--- src/rtl/pc_sequencer.sv ---
// Program counter with branch/jump targets and a circular return-address stack.
// Define PC_SEQ_TRACE_EN to add the prev_pc and redirect_cnt trace outputs.
module pc_sequencer #(
    parameter int unsigned PC_WIDTH    = 8,
    parameter int unsigned IMM_WIDTH   = 32,
    parameter int unsigned JADDR_WIDTH = 26,
    parameter int unsigned RAS_DEPTH   = 4,
    parameter logic [PC_WIDTH-1:0] RESET_PC = '0
) (
    input  logic                   clk,
    input  logic                   rst_n,
    input  logic                   stall,
    input  logic                   branch,
    input  logic                   zero,
    input  logic [IMM_WIDTH-1:0]   imm,
    input  logic                   jump,
    input  logic                   jal,
    input  logic                   ret,
    input  logic [JADDR_WIDTH-1:0] jump_addr,
    output logic [PC_WIDTH-1:0]    pc,
    output logic [PC_WIDTH-1:0]    link_addr,
    output logic                   ras_empty,
    output logic                   ras_full,
    output logic                   ras_ovf,
`ifdef PC_SEQ_TRACE_EN
    output logic                   ras_unf,
    output logic [PC_WIDTH-1:0]    prev_pc,
    output logic [15:0]            redirect_cnt
`else
    output logic                   ras_unf
`endif
);

    localparam int unsigned PW = $clog2(RAS_DEPTH);
    localparam int unsigned CW = $clog2(RAS_DEPTH + 1);

    logic [PC_WIDTH-1:0] ras_mem [RAS_DEPTH];
    logic [PW-1:0]       ptr;
    logic [PW-1:0]       ptr_inc;
    logic [PW-1:0]       ptr_dec;
    logic [CW-1:0]       count;

    logic [PC_WIDTH-1:0] seq;
    logic [PC_WIDTH-1:0] br;
    logic [PC_WIDTH-1:0] jt;
    logic [PC_WIDTH-1:0] rt;
    logic [PC_WIDTH-1:0] pc_next;
    logic                push;
    logic                pop;
    logic                replace;
    logic                set_unf;

    assign seq       = pc + 1'b1;
    assign br        = seq + imm[PC_WIDTH-1:0];
    assign jt        = jump_addr[PC_WIDTH-1:0];
    assign rt        = ras_mem[ptr];
    assign ptr_inc   = ptr + 1'b1;
    assign ptr_dec   = ptr - 1'b1;
    assign link_addr = seq;
    assign ras_empty = (count == '0);
    assign ras_full  = (count == CW'(RAS_DEPTH));

    always_comb begin
        pc_next = seq;
        push    = 1'b0;
        pop     = 1'b0;
        replace = 1'b0;
        set_unf = 1'b0;
        if (ret) begin
            // ret+jal on a live stack swaps the top in place; on an empty stack it degrades to a push.
            if (count == '0) begin
                set_unf = 1'b1;
                push    = jal;
            end else begin
                pc_next = rt;
                replace = jal;
                pop     = ~jal;
            end
        end else if (jump || jal) begin
            pc_next = jt;
            push    = jal;
        end else if (branch && zero) begin
            pc_next = br;
        end
    end

    always_ff @(posedge clk) begin
        if (!rst_n) begin
            pc      <= RESET_PC;
            ptr     <= '0;
            count   <= '0;
            ras_ovf <= 1'b0;
            ras_unf <= 1'b0;
            for (int unsigned i = 0; i < RAS_DEPTH; i++) begin
                ras_mem[i] <= '0;
            end
        end else if (!stall) begin
            pc <= pc_next;
            if (set_unf) begin
                ras_unf <= 1'b1;
            end
            if (push) begin
                ptr              <= ptr_inc;
                ras_mem[ptr_inc] <= seq;
                if (count == CW'(RAS_DEPTH)) begin
                    ras_ovf <= 1'b1;
                end else begin
                    count <= count + 1'b1;
                end
            end
            if (pop) begin
                ptr   <= ptr_dec;
                count <= count - 1'b1;
            end
            if (replace) begin
                ras_mem[ptr] <= seq;
            end
        end
    end

`ifdef PC_SEQ_TRACE_EN
    always_ff @(posedge clk) begin
        if (!rst_n) begin
            prev_pc      <= RESET_PC;
            redirect_cnt <= '0;
        end else if (!stall) begin
            prev_pc <= pc;
            if (pc_next != seq) begin
                redirect_cnt <= redirect_cnt + 16'd1;
            end
        end
    end
`endif

endmodule

--- config.mk ---
export PLATFORM = sky130hd
export DESIGN_NAME = pc_sequencer
export DESIGN_NICKNAME = d
export VERILOG_FILES = /design/src/rtl/pc_sequencer.sv
export SDC_FILE = /design/constraint.sdc
export NUM_CORES = 1
export LEC_CHECK = 0
export CAP_MARGIN = 20
export CORE_UTILIZATION = 49
export CTS_BUF_LIST = sky130_fd_sc_hd__clkbuf_8
export CTS_CLUSTER_SIZE = 16
export DETAILED_ROUTE_END_ITERATION = 10
export GPL_TIMING_DRIVEN = 0
export PLACE_DENSITY = 0.83
export SLEW_MARGIN = 10
export SYNTH_ARGS = -nofsm -noshare
export SYNTH_HDL_FRONTEND = slang
export SYNTH_SLANG_ARGS = --single-unit
--- constraint.sdc ---
create_clock -name clk -period 2.75 [get_ports clk]
set_input_delay 0.275 -clock clk [delete_from_list [all_inputs] [get_ports clk]]
set_output_delay 0.275 -clock clk [all_outputs]
set_load 0.005 [all_outputs]
==> flow_summary.yaml, run 1 <==
outcome:
  outcome: "finished, final reports clean"
grt:
  overflow: 0
  first_global_vias: 2363
  grt_pass1_wl_um: 11100
  grt_max_degree: 17
  groute.usage.overall_pct: 23.0
  antenna_found_initial: 0
drt:
  postRouteAntennaNets: 0
  wl_um: 6830
  viasPerCell: 5.76
  drc_errors: 0
  first_pass_iters: 4
  first_iter_violations: 229
  vias: 2421
  wl_per_cell_um: 16.3
yosys:
  synthesis.nets: 375
  synth.top_cell.area_share_pct: 33.0
  synth_ff_type: "edfxtp_1"
  avgSynthCellArea_sq_um: 9.78
  synth_edf_count: 32
  ys_async_sr_fraction_pct: 0
  ys_seq_elements: 49
  yosysTopAreaCell: "edfxtp_1"
  yosys-top-cells-area: "edfxtp_1 33%, dfxtp_1 12%, mux4_2 6.2%"
  ys_types: 56
  syn_inst: 298
  syn_area_sq_um: 2910
  ys_warn_count: 0
  yosysSeqAreaShare_pct: 44.7
floorplan:
  rows: 27
  dieArea_sq_um: 6260
  die_h_um: 79.1
  io_pins: 86
  die_width_um: 79.1
  start_util_pct: 52.0
  core_area_sq_um: 5610
critical_path:
  critical_path.max_stage_delay_ns: 0.61
  crit_family: "simple AND/OR/NAND/NOR gates"
  crit_buf_inv: 1
  cp_max_fo: 10
  end_kind: "flop"
  cp.arrival_ns: 2.85
  critPathKind: "flop to flop"
  worstSetupStartpointType: "flop"
  worst_path_max_delay_cell: "or4b_2"
  path_cells: "buf_2 > nand3_1 > xnor2_2 > ha_1 > o21ai_0 > or4b_2 > a31oi_1 > a211oi_1 > o22ai_1"
  required_ns: 3.00
finish:
  finalNetCount: 424
  drive_above_1_share_pct: 10.9
  fill_cells: 446
  area_delta_synth_final_pct: 21.7
  fin_util_pct: 63.2
  fin_cells: 420
  antenna_cells: 0
sta:
  setup_slack_ns: 0.147
  whs_ns: 0.387
  relSlewSlack_pct: 52.2
  tightest_slew_ns: 0.713
  finalMaxSlewViolations: 0
  setup_tns_ns: 0
  final-setup-viol-count: 0
  hold_viol_final: 0
  fmax_mhz: 384
  fin_crit_sh_pct: 94.7
  period_minus_slack_ns: 2.60
  finClkSkew_ns: 0.0113
worst_hold_path:
  hp-class: "primary input to flop"
place:
  dp_cells: 411
  io_buffer_count: 41
  dp_hpwl_um: 5210
  gp_congestion: 0.863
  place_ws_ns: -0.0721
clock_tree:
  cts_buffers: 5
  htreeDepth: 2
  cts.clk_slew.worst_paths_ns: 0.10
  cts_root_buffer: "clkbuf_8"
  clock_sinks: 49
  cts_tree: "built"
  clock_latency_ns: 0.32
  max-clock-path-buffers: 2
power_and_ir_drop:
  power.density_nw_per_um2: 518
  irDropWorstVdd_mv: 0.299
  power_leakage_nw: 1.31
job:
  drv_cap: 0
layout by cell type, fill, tap and decap left out, types with 4 or more instances in the layout:
cell,n
clkdlybuf4s50_1,41
nor2_1,39
nand2_1,35
edfxtp_1,32
inv_1,14
dfxtp_1,14
a21oi_1,11
nand3_1,10
ha_1,9
nor3_1,8
mux4_2,8
clkbuf_1,7
buf_2,6
xnor2_1,6
and2_1,5
a211oi_1,5
a31oi_1,5
clkbuf_8,5
xor2_1,4
nor3b_1,4
and3_1,4
nand3b_1,4
o21ai_0,4
nand2b_1,4
sequential cells by signal, summed over array words and instances (netlist names), named ones only:
signal,count
count,3
pc,8
ptr,2
ras_mem,32
ras_ovf,1
ras_unf,1
metal layers:
metal  vias up  track usage [%]  wire [um]  share of wire [%]
li1       1186                -          -                  -
met1      1128             27.8       2910                 43
met2        93             40.4       3350                 49
met3        14             4.60        445                6.5
met4         0             8.55        118                1.7
met5         -                0          0                  0
cell usage after synthesis, types with 5 or more instances:
cell type	number
nor2_1	40
nand2_1	35
edfxtp_1	32
dfxtp_1	17
inv_1	14
a21oi_1	11
nand3_1	10
ha_1	9
mux4_2	8
nor3_1	8
xnor2_1	8
clkbuf_1	7
a211oi_1	6
buf_2	6
a31oi_1	5
and2_1	5
xor2_1	5
repair_timing:
| action | CTS | global route |
|---|---|---|
| setup endpoints to repair | 1 | 3 |
| hold buffers | 0 | 0 |
| buffers inserted | 0 | 1 |
| gates resized for setup | 1 | 7 |
logic make-up (layout without fill, tap and decap cells):
group	Yosys count	in the layout	share of synthesized area, %
simple gates	127	127	20.7
compound gates	57	57	14.2
flops	49	49	44.7
buf+inv	31	81	4.38
xor+xnor	13	13	3.91
fa+ha+maj	11	11	5.24
mux	10	10	6.87
worst register-to-register path: cells and delay by family, from the launching register on:
| family | cells | cell delay (ns) |
|---|---|---|
| buffers and inverters | 1 | 0.24 |
| adders and majority gates | 1 | 0.30 |
| and+or+nand+nor | 2 | 0.76 |
| AOI/OAI and AO/OA | 4 | 0.54 |
| DFF | 1 | 0.38 |
| xor gates and xnor gates | 1 | 0.30 |
where the power goes:
part	total [mW]	internal, mW	leakage (nW)	switching (mW)
Clock	0.441	0.181	0.0462	0.260
Sequential	0.880	0.837	0.472	0.0428
Combinational	0.518	0.256	0.795	0.262
Total	1.84	1.27	1.31	0.564
per-stage QoR:
stage / power, mW / cell area, sq um
after global routing: 1.92 / 3550
after floorplan: 1.20 / 2910
final: 1.84 / 3550
after detailed placement: 1.40 / 3410
after global placement: 1.38 / 3410
after CTS: 1.83 / 3510
area by class of cell:
cell class / count / area, sq um / area share (%)
Multi-Input combinational cell: 218 / 1520 / 42.7
Sequential cell: 49 / 1310 / 36.8
Timing Repair Buffer: 42 / 418 / 11.8
Tap cell: 72 / 90.1 / 2.54
Buffer: 16 / 71.3 / 2.01
Clock buffer: 5 / 68.8 / 1.94
Inverter: 15 / 56.3 / 1.59
Clock inverter: 3 / 21.3 / 0.600
path summary, 6_finish.rpt:
| path | from | endpoint | slack, ns | cells past startpoint |
|---|---|---|---|---|
| setup / recovery | pc[0] | pc[6] | 0.15 | 9 |
| hold / removal | jal | ras_ovf | 0.39 | 3 |
| setup reg to reg | pc[0] | pc[6] | 0.15 | 9 |
| hold reg to reg | ras_unf | ras_unf | 0.47 | 1 |
No activity file was read; power rests on OpenSTA's default activity.
==> run 2, diff against run 1 <==
Settings changed: PLACE_DENSITY 0.83 to 0.79.
==> run 2 against run 1 <==
- total power rose by 5.8%
- highest routed layer unchanged
- cell count rose by 0.71%
- largest cell class unchanged
- flip-flop and latch count did not move
- wire length rose by 8.7%
- clock skew fell by 0.0062 ns
- clock power rose by 21%
- register-to-register slack improved by 0.02 ns
==> flow_summary.yaml, run 2 (synthesis gave the netlist of run 1 again) <==
finish:
  mostFrequentLayoutCells: "41 x clkdlybuf4s50_1, 40 x nor2_1, 35 x nand2_1, 32 x edfxtp_1"
  mostFrequentLayoutCell: "clkdlybuf4s50_1"
  antenna_cells: 0
  finalNetCount: 427
  area_delta_synth_final_pct: 24.2
  largest_reg_flops: 32
  largestRegisters: "ras_mem x32, pc x8, count x3"
  drive_above_1_share_pct: 12.8
  regMostFlops: "ras_mem"
sta:
  final-setup-viol-count: 0
  finalMaxSlewViolations: 0
  whs_ns: 0.386
  hold_viol_final: 0
  period_minus_slack_ns: 2.58
  tightest_slew_ns: 0.718
  setup_tns_ns: 0
  fin_crit_sh_pct: 94.0
  finClkSkew_ns: 0.00515
  fmax_mhz: 387
  relSlewSlack_pct: 51.8
floorplan:
  start_util_pct: 52.0
  rows: 27
  io_pins: 86
  core_area_sq_um: 5610
  die_h_um: 79.1
  dieArea_sq_um: 6260
  die_width_um: 79.1
drt:
  viasPerCell: 5.86
  vias: 2480
  first_iter_violations: 201
  wl_per_cell_um: 17.6
  first_pass_iters: 5
  wl_um: 7420
  postRouteAntennaNets: 0
  drc_errors: 0
grt:
  grt_pass1_wl_um: 11600
  overflow: 0
  grt_max_degree: 17
  groute.usage.overall_pct: 24.7
  first_global_vias: 2475
  antenna_found_initial: 0
critical_path:
  reg2reg_from: "pc[0]"
  critPathKind: "flop to flop"
  worstSetupStartpointType: "flop"
  crit_start: "pc[0]"
  end_kind: "flop"
  cp.arrival_ns: 2.82
  reg2reg_to: "pc[6]"
  required_ns: 2.99
  cp_max_fo: 6
  r2r_cells: 9
  r2r_slack_ns: 0.17
power_and_ir_drop:
  irDropWorstVdd_mv: 0.264
  power_leakage_nw: 1.34
  power.density_nw_per_um2: 538
worst_hold_path:
  min_to: "ras_ovf"
  hp-class: "primary input to flop"
  worstHoldStart: "jal"
  holdPathStages: 3
clock_tree:
  cts_hold_buf: 0
  cts.clk_slew.worst_paths_ns: 0.10
  clock_sinks: 49
  cts_tree: "built"
  max-clock-path-buffers: 2
  clock_latency_ns: 0.31
  htreeDepth: 2
  cts_root_buffer: "clkbuf_8"
  cts_buffers: 5
job:
  drv_cap: 0
outcome:
  outcome: "finished, final reports clean"
place:
  io_buffer_count: 41
  dp_hpwl_um: 5350
  gp_congestion: 0.866
-- run 2: how the worst max path moves through the flow --
stage                     slack, ns  cells after the start  endpoint
final                          0.17                      9     pc[6]
after global routing          -0.02                      8     pc[6]
after CTS                     0.008                      9     pc[6]
after detailed placement       0.03                      9     pc[6]
after global placement       -0.003                      9     pc[6]
after floorplan                0.29                      9     pc[6]
-- run 2: timing repair --
action | in CTS | in global routing
setup buffers | 0 | 4
setup endpoints to repair | 0 | 2
resized for setup | 0 | 11
-- run 2: routing by layer --
layer | routed length [um] | track usage [%] | vias up
met5 | 0 | 0 | -
met4 | 133 | 10.7 | 0
met3 | 439 | 4.60 | 12
met2 | 3780 | 43.4 | 86
met1 | 3080 | 29.5 | 1191
li1 | - | - | 1191
-- run 2: report_power, final --
part,switching (mW),internal (mW),total (mW)
Sequential,0.0410,0.837,0.878
Combinational,0.271,0.265,0.537
Clock,0.259,0.273,0.532
Total,0.571,1.37,1.95
-- run 2: metrics by stage --
| stage | area [sq um] | util (%) | std cells | power [mW] | setup WS [ns] |
|---|---|---|---|---|---|
| floorplan | 2910 | - | 298 | 1.20 | 0.295 |
| global route | 3620 | 64.5 | 423 | 2.05 | -0.0165 |
| global placement | 3410 | 60.9 | 411 | 1.39 | -0.00263 |
| CTS | 3530 | 62.9 | 419 | 1.93 | 0.00839 |
| finish | 3620 | 64.5 | 423 | 1.95 | 0.165 |
| detailed placement | 3410 | 60.9 | 411 | 1.40 | 0.0271 |
-- run 2: layout make-up --
cell class              instances  area, sq um
plain buffers                  16         71.3
clock buffers                   5         68.8
clock inverters                 3         43.8
fillers                       472         1990
inverters                      15         56.3
multi-input cells             218         1540
flip-flops and latches         49         1310
well taps                      72         90.1
repair buffers                 45          440
-- run 2: worst max-delay path, cell delays in order, from the launching register on --
cell	delay [ns]
dfxtp_1	0.39
ha_2	0.25
nand2_1	0.06
nor2_1	0.16
xor2_2	0.31
ha_4	0.27
or4b_2	0.66
a31oi_1	0.18
a211oi_1	0.09
o22ai_1	0.14
==> run 3, diff against run 2 <==
Settings changed: SLEW_MARGIN 10 to 20.
==> results of run 3 <==
The final DEF is identical to that of run 2; final timing and power are the same.
